### src/rtl/sd_cmd_generator.sv
// SD-card SPI-mode command issuer: frames cmd/arg with CRC7, drives the byte-wide
// SPI master, polls for the R1 byte and hands it back with done/ready strobes.
module sd_cmd_generator #(
  parameter int          NCR_MAX   = 8,
  parameter logic [7:0]  FILL_BYTE = 8'hFF
) (
  input  logic        clk,
  input  logic        rst,
  input  logic [5:0]  cmd,
  input  logic [31:0] arg,
  input  logic        go,
  input  logic        ignore_count,
  output logic        done,
  output logic [7:0]  response,
  output logic        response_ready,
  output logic        data_xfer_in_progress,
  output logic        spi_go,
  output logic [7:0]  spi_tx_data,
  input  logic [7:0]  spi_rx_data,
  input  logic        spi_done,
  output logic        spi_cs
);

  localparam int CW = $clog2(NCR_MAX + 1);
  localparam logic [CW-1:0] NCR_LIM = CW'(NCR_MAX);

  typedef enum logic [2:0] {
    S_IDLE, S_SEND, S_WAIT, S_POLL, S_PWAIT, S_TRAIL, S_TWAIT, S_FIN
  } state_e;

  state_e          state_q;
  logic [47:0]     frame_q;
  logic [2:0]      idx_q;
  logic [CW-1:0]   poll_cnt_q;
  logic            ign_q;
  logic [7:0]      resp_buf_q;
  logic            done_q, rdy_q, busy_q, spi_go_q, spi_cs_q;
  logic [7:0]      response_q, spi_tx_q;
  logic [39:0]     hdr_d;

  // CRC7 (x^7 + x^3 + 1), MSB-first over the 40 header bits
  function automatic logic [6:0] crc7(input logic [39:0] d);
    logic [6:0] c;
    logic       fb;
    c = '0;
    for (int i = 39; i >= 0; i--) begin
      fb = d[i] ^ c[6];
      c  = {c[5:0], 1'b0};
      if (fb) c = c ^ 7'h09;
    end
    return c;
  endfunction

  assign hdr_d = {2'b01, cmd, arg};

  always_ff @(posedge clk or negedge rst) begin
    if (!rst) begin
      state_q    <= S_IDLE;
      frame_q    <= '0;
      idx_q      <= '0;
      poll_cnt_q <= '0;
      ign_q      <= 1'b0;
      resp_buf_q <= 8'hFF;
      done_q     <= 1'b0;
      rdy_q      <= 1'b0;
      busy_q     <= 1'b0;
      spi_go_q   <= 1'b0;
      spi_cs_q   <= 1'b1;
      response_q <= 8'hFF;
      spi_tx_q   <= 8'hFF;
    end else begin
      done_q   <= 1'b0;
      rdy_q    <= 1'b0;
      spi_go_q <= 1'b0;
      case (state_q)
        S_IDLE: if (go) begin
          frame_q <= {hdr_d, crc7(hdr_d), 1'b1};
          ign_q   <= ignore_count;
          idx_q   <= '0;
          busy_q  <= 1'b1;
          state_q <= S_SEND;
        end
        S_SEND: begin
          spi_cs_q <= 1'b0;
          spi_tx_q <= frame_q[47:40];
          spi_go_q <= 1'b1;
          state_q  <= S_WAIT;
        end
        S_WAIT: if (spi_done) begin
          frame_q <= frame_q << 8;
          if (idx_q == 3'd5) begin
            poll_cnt_q <= '0;
            state_q    <= S_POLL;
          end else begin
            idx_q   <= idx_q + 3'd1;
            state_q <= S_SEND;
          end
        end
        S_POLL: begin
          spi_tx_q <= FILL_BYTE;
          spi_go_q <= 1'b1;
          state_q  <= S_PWAIT;
        end
        S_PWAIT: if (spi_done) begin
          if (!spi_rx_data[7]) begin
            resp_buf_q <= spi_rx_data;
            state_q    <= S_TRAIL;
          end else begin
            poll_cnt_q <= poll_cnt_q + 1'b1;
            if (!ign_q && (poll_cnt_q + 1'b1) == NCR_LIM) begin
              resp_buf_q <= 8'hFF;
              state_q    <= S_TRAIL;
            end else begin
              state_q <= S_POLL;
            end
          end
        end
        // CS released before the trailer so the card gets 8 clocks to let go of MISO
        S_TRAIL: begin
          spi_cs_q <= 1'b1;
          spi_tx_q <= FILL_BYTE;
          spi_go_q <= 1'b1;
          state_q  <= S_TWAIT;
        end
        S_TWAIT: if (spi_done) begin
          done_q     <= 1'b1;
          rdy_q      <= 1'b1;
          response_q <= resp_buf_q;
          busy_q     <= 1'b0;
          state_q    <= S_FIN;
        end
        S_FIN:   state_q <= S_IDLE;
        default: state_q <= S_IDLE;
      endcase
    end
  end

  assign done                  = done_q;
  assign response_ready        = rdy_q;
  assign response              = response_q;
  assign data_xfer_in_progress = busy_q;
  assign spi_go                = spi_go_q;
  assign spi_tx_data           = spi_tx_q;
  assign spi_cs                = spi_cs_q;

endmodule

### config.mk
export PLATFORM = sky130hd
export DESIGN_NAME = sd_cmd_generator
export DESIGN_NICKNAME = d
export VERILOG_FILES = /design/src/rtl/sd_cmd_generator.sv
export SDC_FILE = /design/constraint.sdc
export NUM_CORES = 1
export LEC_CHECK = 0
export CORE_MARGIN = 10
export CORE_UTILIZATION = 49
export CTS_CLUSTER_SIZE = 25
export DETAILED_ROUTE_END_ITERATION = 10
export PLACE_DENSITY = 0.77
export SYNTH_ARGS = -nofsm -noshare
export SYNTH_HDL_FRONTEND = slang
export SYNTH_SLANG_ARGS = --single-unit
### constraint.sdc
create_clock -name clk -period 2.6 [get_ports clk]
set_clock_uncertainty 0.15 [all_clocks]
set_input_delay 0.26 -clock clk [delete_from_list [all_inputs] [get_ports clk]]
set_output_delay 0.26 -clock clk [all_outputs]
set_load 0.1 [all_outputs]
# Yosys cells after proc, flatten, opt, wreduce, memory -nomap -nowiden

Index checks and enable logic that the tools add are counted.

Flip-flop bits (word level): 87
Latch bits: 0
Bits in writable memories: 0
Bits in read-only memories: 0
Input port bits: 51
Output and inout port bits: 21
Word-level logic and storage cells: 273
Memories: 0

Add/sub/neg operators: 2
$mul: 0
Divide/modulo/power cells: 0
Magnitude comparators: 0
Equality and inequality tests: 17
Shift operators: 0
Muxes and demuxes: 147
Bitwise gates (word level): 77
Reduce and logical (&&, ||, !) cells: 18

Operator list:

| operator                                                        | count |
|---|---|
| 7-bit two-way mux                                               | 78 |
| 4-bit two-way mux                                               | 43 |
| 48-bit two-way mux                                              | 2 |
| 48-bit one-hot mux with 2 select lines                          | 1 |
| 2-bit NOT                                                       | 39 |
| 1-bit XOR                                                       | 38 |
| 3-bit two-way mux                                               | 9 |
| 3-bit one-hot mux with 8 select lines                           | 1 |
| 8-bit two-way mux                                               | 2 |
| 8-bit one-hot mux with 2 select lines                           | 1 |
| 3-bit == test, second input constant                            | 5 |
| 2-bit != test, second input constant                            | 7 |
| 2-bit nonzero test                                              | 5 |
| 3-bit AND reduction                                             | 3 |
| 4-bit one-hot mux with 2 select lines                           | 1 |
| 4-bit AND reduction                                             | 2 |
| 3-bit by 2-bit == test with 1-bit output, second input constant | 2 |
| 3-bit one-hot mux with 2 select lines                           | 1 |
| 1-bit two-way mux                                               | 5 |
| 5-bit AND reduction                                             | 1 |
| 4-bit by 1-bit adder with 4-bit output, second input constant   | 1 |
| 4-bit == test, second input constant                            | 1 |
| 1-bit one-hot mux with 2 select lines                           | 2 |
| 2-bit AND reduction                                             | 2 |
| other kinds (9)                                                 | 9 |

# Logic depth before layout (Yosys ltp)

Word-level depth: 158
Gate-level depth with buffers: 7
Mapped depth without buffers: 7

# Least setup slack after synthesis

OpenSTA, ideal clock, no wires.

Path kind: in2reg
From: input port cmd[3]
To: register frame_q[2]
Setup time: 121 ps
Arrival time: 2,175 ps
Required time: 2,329 ps
Slack: 154 ps
Stages on the path: 7
Path buffers: 0
Cell sequence: xor2_1 -> xnor3_2 -> xnor3_2 -> xnor3_2 -> xnor2_2 -> xnor2_1 -> a22o_1

Word-level cells in the longest chain between the ends: 97
Elaborated cells on any way between the ends: 135
Classes of those cells: mux (105); bitwise (30)

Ends and longest elaborated chain:

| item                                       | line | text |
|---|---|---|
| from (decl)                                | 9    | `input logic [5:0] cmd,` |
| 1-bit XOR (*)                              | 47   | `fb = d[i] ^ c[6];` |
| 4-bit two-way mux (*)                      | 49   | `if (fb) c = c ^ 7'h09;` |
| 7-bit two-way mux (*)                      | 76   | `S_IDLE: if (go) begin` |
| 7-bit two-way mux (*)                      | 75   | `case (state_q)` |
| 7-bit two-way mux (*)                      | 76   |  |
| 7-bit two-way mux (*)                      | 75   |  |
| 7-bit two-way mux (*)                      | 76   |  |
| 7-bit two-way mux (*)                      | 75   |  |
| (+81 left out)                             | -    |  |
| 7-bit two-way mux (*)                      | 75   |  |
| 1-bit XOR (*)                              | 47   |  |
| 4-bit two-way mux (*)                      | 49   |  |
| 7-bit two-way mux (*)                      | 76   |  |
| 7-bit two-way mux (*)                      | 75   |  |
| 4-bit two-way mux (*)                      | 49   |  |
| 48-bit two-way mux (*)                     | 76   |  |
| 48-bit one-hot mux with 2 select lines (*) | 75   |  |
| to (signal assigned)                       | 77   | `frame_q <= {hdr_d, crc7(hdr_d), 1'b1};` |
| to (signal assigned)                       | 90   | `frame_q <= frame_q << 8;` |
| to (decl)                                  | 32   | `logic [47:0] frame_q;` |

Mark *: on every way between the ends. The rest lies on a longest branch, timed or not. The select of a mux whose other input is x is not followed.
A chain may end at the register's enable or synchronous reset.

# Final worst setup path

From: input port arg[20]
To: register frame_q[6]

Word-level cells in the longest chain between the ends: 58
Elaborated cells on any way between the ends: 75
Classes of those cells: mux (61); bitwise (14)

Ends and longest elaborated chain:

| item                                                           | line | text |
|---|---|---|
| from (decl)                                                    | 10   | `input logic [31:0] arg,` |
| 1-bit XOR (*)                                                  | 47   |  |
| 4-bit two-way mux (*)                                          | 49   |  |
| 7-bit two-way mux (*)                                          | 76   |  |
| 7-bit two-way mux (*)                                          | 75   |  |
| 7-bit two-way mux (*)                                          | 76   |  |
| 7-bit two-way mux (*)                                          | 75   |  |
| 7-bit two-way mux (*)                                          | 76   |  |
| 7-bit two-way mux (*)                                          | 75   |  |
| (+42 left out)                                                 | -    |  |
| 2-bit NOT (no source line) / 1-bit XOR (equally long branches) | -    |  |
| 4-bit two-way mux (*)                                          | 49   |  |
| 7-bit two-way mux (*)                                          | 76   |  |
| 7-bit two-way mux (*)                                          | 75   |  |
| 7-bit two-way mux (*)                                          | 76   |  |
| 7-bit two-way mux (*)                                          | 75   |  |
| 48-bit two-way mux (*)                                         | 76   |  |
| 48-bit one-hot mux with 2 select lines (*)                     | 75   |  |

Marked as above.

==> key figures <==
Die
  – CORE AREA: ~0.0091 sq mm
  – I/O pins: roughly 70
  – Starting Density: 49.8%
  – Die footprint: 0.0135 sq mm
  – Die Width: about 120 um
  – Die extent in y: 116 um
  – # rows: 35

Setup path
  – Critical Path AT: approximately 2700 ps
  – CP startpoint kind: primary input
  – Worst-path fanout max: 2
  – WP data required: 2680 ps
  – Critical path class: in2reg
  – Worst R2R Path Depth: 6
  – Critical Path End Type: flip-flop

Global route
  – Gr usage total: 16.9%
  – GR Overflow Total: 0
  – Vias in the first global route: between 3000 and 4000
  – First-pass GRT wire length: roughly 18000 um
  – Initial antenna violation count: 0
  – Largest net degree at the start of global routing: 81

Yosys
  – Yosys reg bits: 87
  – Synth top cells by count: 84 x nand2_1, 62 x dfrtp_1, 50 x o21ai_0, 39 x mux2i_1, 39 x xnor2_1
  – Post-synth ARST share: 100%
  – Synth top area share: about 34%
  – EDFF count, synth: 0
  – Part of the Yosys area used for sequential elements: between 40% and 50%
  – Mean Syn Cell Area: 11.1 sq um
  – Post-Synthesis Cells: 409
  – Mapped Area: between 0.004 and 0.005 sq mm
  – Area contributors post-synth: dfrtp_1 34%, dfstp_2 14%, mux2i_1 8.6%, xnor2_1 7.5%, nand2_1 7.0%
  – Synth unique cells: 38
  – Main synth FF type: dfrtp_1
  – Yosys top cell by area: dfrtp_1
  – Synth warnings: 0
  – Most common cell in the netlist: nand2_1
  – Net Count, Synth: around 460

Placed design
  – Placed cell area: about 0.0056 sq mm
  – DP Wirelength: just under 8000 um
  – Port buffer count: 71
  – Cells after DPL: around 600
  – GPL Wtd Cong: between 0.8 and 0.9

Run status
  – Violated checks: setup timing
  – Outcome: finished, violations left

Power and ir drop
  – Gate power share: 56.2%
  – Sequential power share: approximately a third
  – Power density cells: 1290 mW/mm^2
  – P_int: around 4200 uW
  – P_sw: between 3000 and 4000 uW
  – Switching share of power: ~45%
  – Clk pwr share: 12.2%
  – Peak VDD IR: approximately 0.00066 V
  – Leak: roughly 0.0027 uW

Drt
  – DR vias/cell: 5.28
  – Drt pass-1 iters: 4
  – Residual DRC: 0
  – Routed WL per cell: approximately 18 um
  – ANT nets after route: 0
  – Drt total wl: roughly 11000 um
  – Routed vias: 3338
  – Drt initial violations: 199

Layout
  – Layout Cells excl Fill: roughly 630
  – Final non-filler cell area: 0.00598 sq mm
  – Nets: 571
  – Share of cells above drive strength 1: between 20% and 30%
  – Ant. Diodes: 0
  – Area growth, synth to finish: 32.0%
  – Final Core Density: between 60% and 70%
  – Filler cells: a little over 700

Clock network
  – Later-pin clock latency in the skew report: ~370 ps
  – CTS clk-pin slew, worst paths: about 100 ps
  – H-tree depth: 3
  – Cts bufs inserted: 9
  – CTS tree: yes
  – Maximum clock insertion buffer count: 2
  – Root Driver: clkbuf_8
  – Clock sink total: slightly below 90

Flow run
  – Max_cap viols: 0

STA
  – Crit path time final: 2620 ps
  – Final worst setup slack: -15.3 ps
  – Slew @ Worst Pin: approximately 740 ps
  – Hold_ws: approximately 170 ps
  – Final Max Tran Viols: 0
  – Final setup violation count: 1
  – Worst slew margin: approximately half
  – Maximum clock rate: between 0.3 and 0.4 GHz
  – Final Cycle Share: 101%
  – Final Hold Vio Count: 0

Hold path
  – Worst Hold Depth: 3
  – Hold crit path type: in2reg
per-stage QoR:
| stage | setup TNS (ps) | total power [uW] | worst slack, ps |
|---|---|---|---|
| 5_1_grt | -69.8 | 8200 | -69.8 |
| 6_report | -15.3 | 7710 | -15.3 |
| 3_5_place_dp | -2860 | 6540 | -485 |
| 3_3_place_gp | -2270 | 6400 | -399 |
| 2_1_floorplan | 0 | 5460 | 154 |
| 4_1_cts | 0 | 7640 | 17.1 |
sequential cells by signal, indices dropped and copies added (netlist names):
signal and count:
data_xfer_in_progress 1, frame_q 48, idx_q 3, ign_q 1, poll_cnt_q 4, resp_buf_q 8, response 8, response_ready 1
spi_cs 1, spi_go 1, spi_tx_data 8, state_q 3
final timing paths:
| kind | start | end | slack, ps |
|---|---|---|---|
| setup / recovery | arg[20] | frame_q[6] | -20 |
| hold / removal | cmd[3] | frame_q[43] | 170 |
| setup reg to reg | state_q[2] | poll_cnt_q[2] | 490 |
| hold reg to reg | resp_buf_q[7] | response[7] | 310 |
| max in group asynchronous | rst | resp_buf_q[3] | 1350 |
| min in group asynchronous | rst | response_ready | 250 |
power groups by stage:
stage	combinational (uW)	clock (uW)	sequential (uW)
floorplan	2150	0	3320
global placement	3970	0	2430
detailed placement	4070	0	2460
CTS	4250	958	2440
global route	4650	1020	2520
finish	4330	944	2440
final cells by class:
cell class / instances / area (sq um) / area share, %
sequential: 87 / 2210 / 36.9
clock inverter: 7 / 73.8 / 1.23
inverter: 4 / 15.0 / 0.251
multi-input combinational: 298 / 2380 / 39.8
clock buffer: 9 / 124 / 2.07
timing repair buffer: 116 / 1040 / 17.4
tap: 111 / 139 / 2.32
cells in the final DEF, fill, tap and decap left out, drive strengths merged, types with 2 or more instances in the layout:
master and instances:
dlymetal6s2s 6, mux2i 39, inv 7, dfstp 25
o21ai 50, xor3 3, o22a 15, nand3 3
clkinv 4, a21oi 5, nor3b 4, ha 4
xor2 11, xnor2 41, a22o 5, mux2 2
dlygate4sd2 3, buf 66, clkbuf 10, nor2 3
a31oi 3, nand3b 2, xnor3 12, dfrtp 62
clkdlybuf4s50 39, nand2 84, nand2b 2
worst max-delay path, cell delays in order:
cell,delay [ps]
clkdlybuf4s50_1,480
buf_4,120
xnor3_1,450
buf_4,170
buf_4,140
xnor2_2,160
xnor3_1,470
xor2_2,200
xnor2_1,160
o21ai_0,90
layer usage:
| metal | global-route usage, % | share of wire (%) | wire length, um | vias up |
|---|---|---|---|---|
| met5 | 0 | 0 | 0 | - |
| met4 | 4.59 | 1.4 | 160 | 0 |
| met3 | 4.37 | 5.8 | 637 | 15 |
| met2 | 27.3 | 49 | 5400 | 73 |
| met1 | 22.0 | 44 | 4860 | 1621 |
| li1 | - | - | - | 1629 |
logic make-up (layout without fill, tap and decap cells):
family,Yosys count,after routing,synth area share [%]
flip-flops,87,87,48.7
AO/OA/AOI/OAI,84,84,11.5
adder cells (fa/ha/maj),4,4,1.10
AND/OR/NAND/NOR,102,102,9.44
multiplexers,41,41,9.11
buffers and inverters,24,136,2.07
XOR/XNOR,67,67,18.1
repair_timing:
item | CTS | global route
cloned | 0 | 0
endpoints found under the hold margin | 25 | 0
pin swaps | 10 | 16
buffers inserted | 4 | 3
resized for setup | 13 | 20
hold buffers | 1 | 0
setup endpoints to repair | 6 | 7
(Power assumes the default switching activity.)
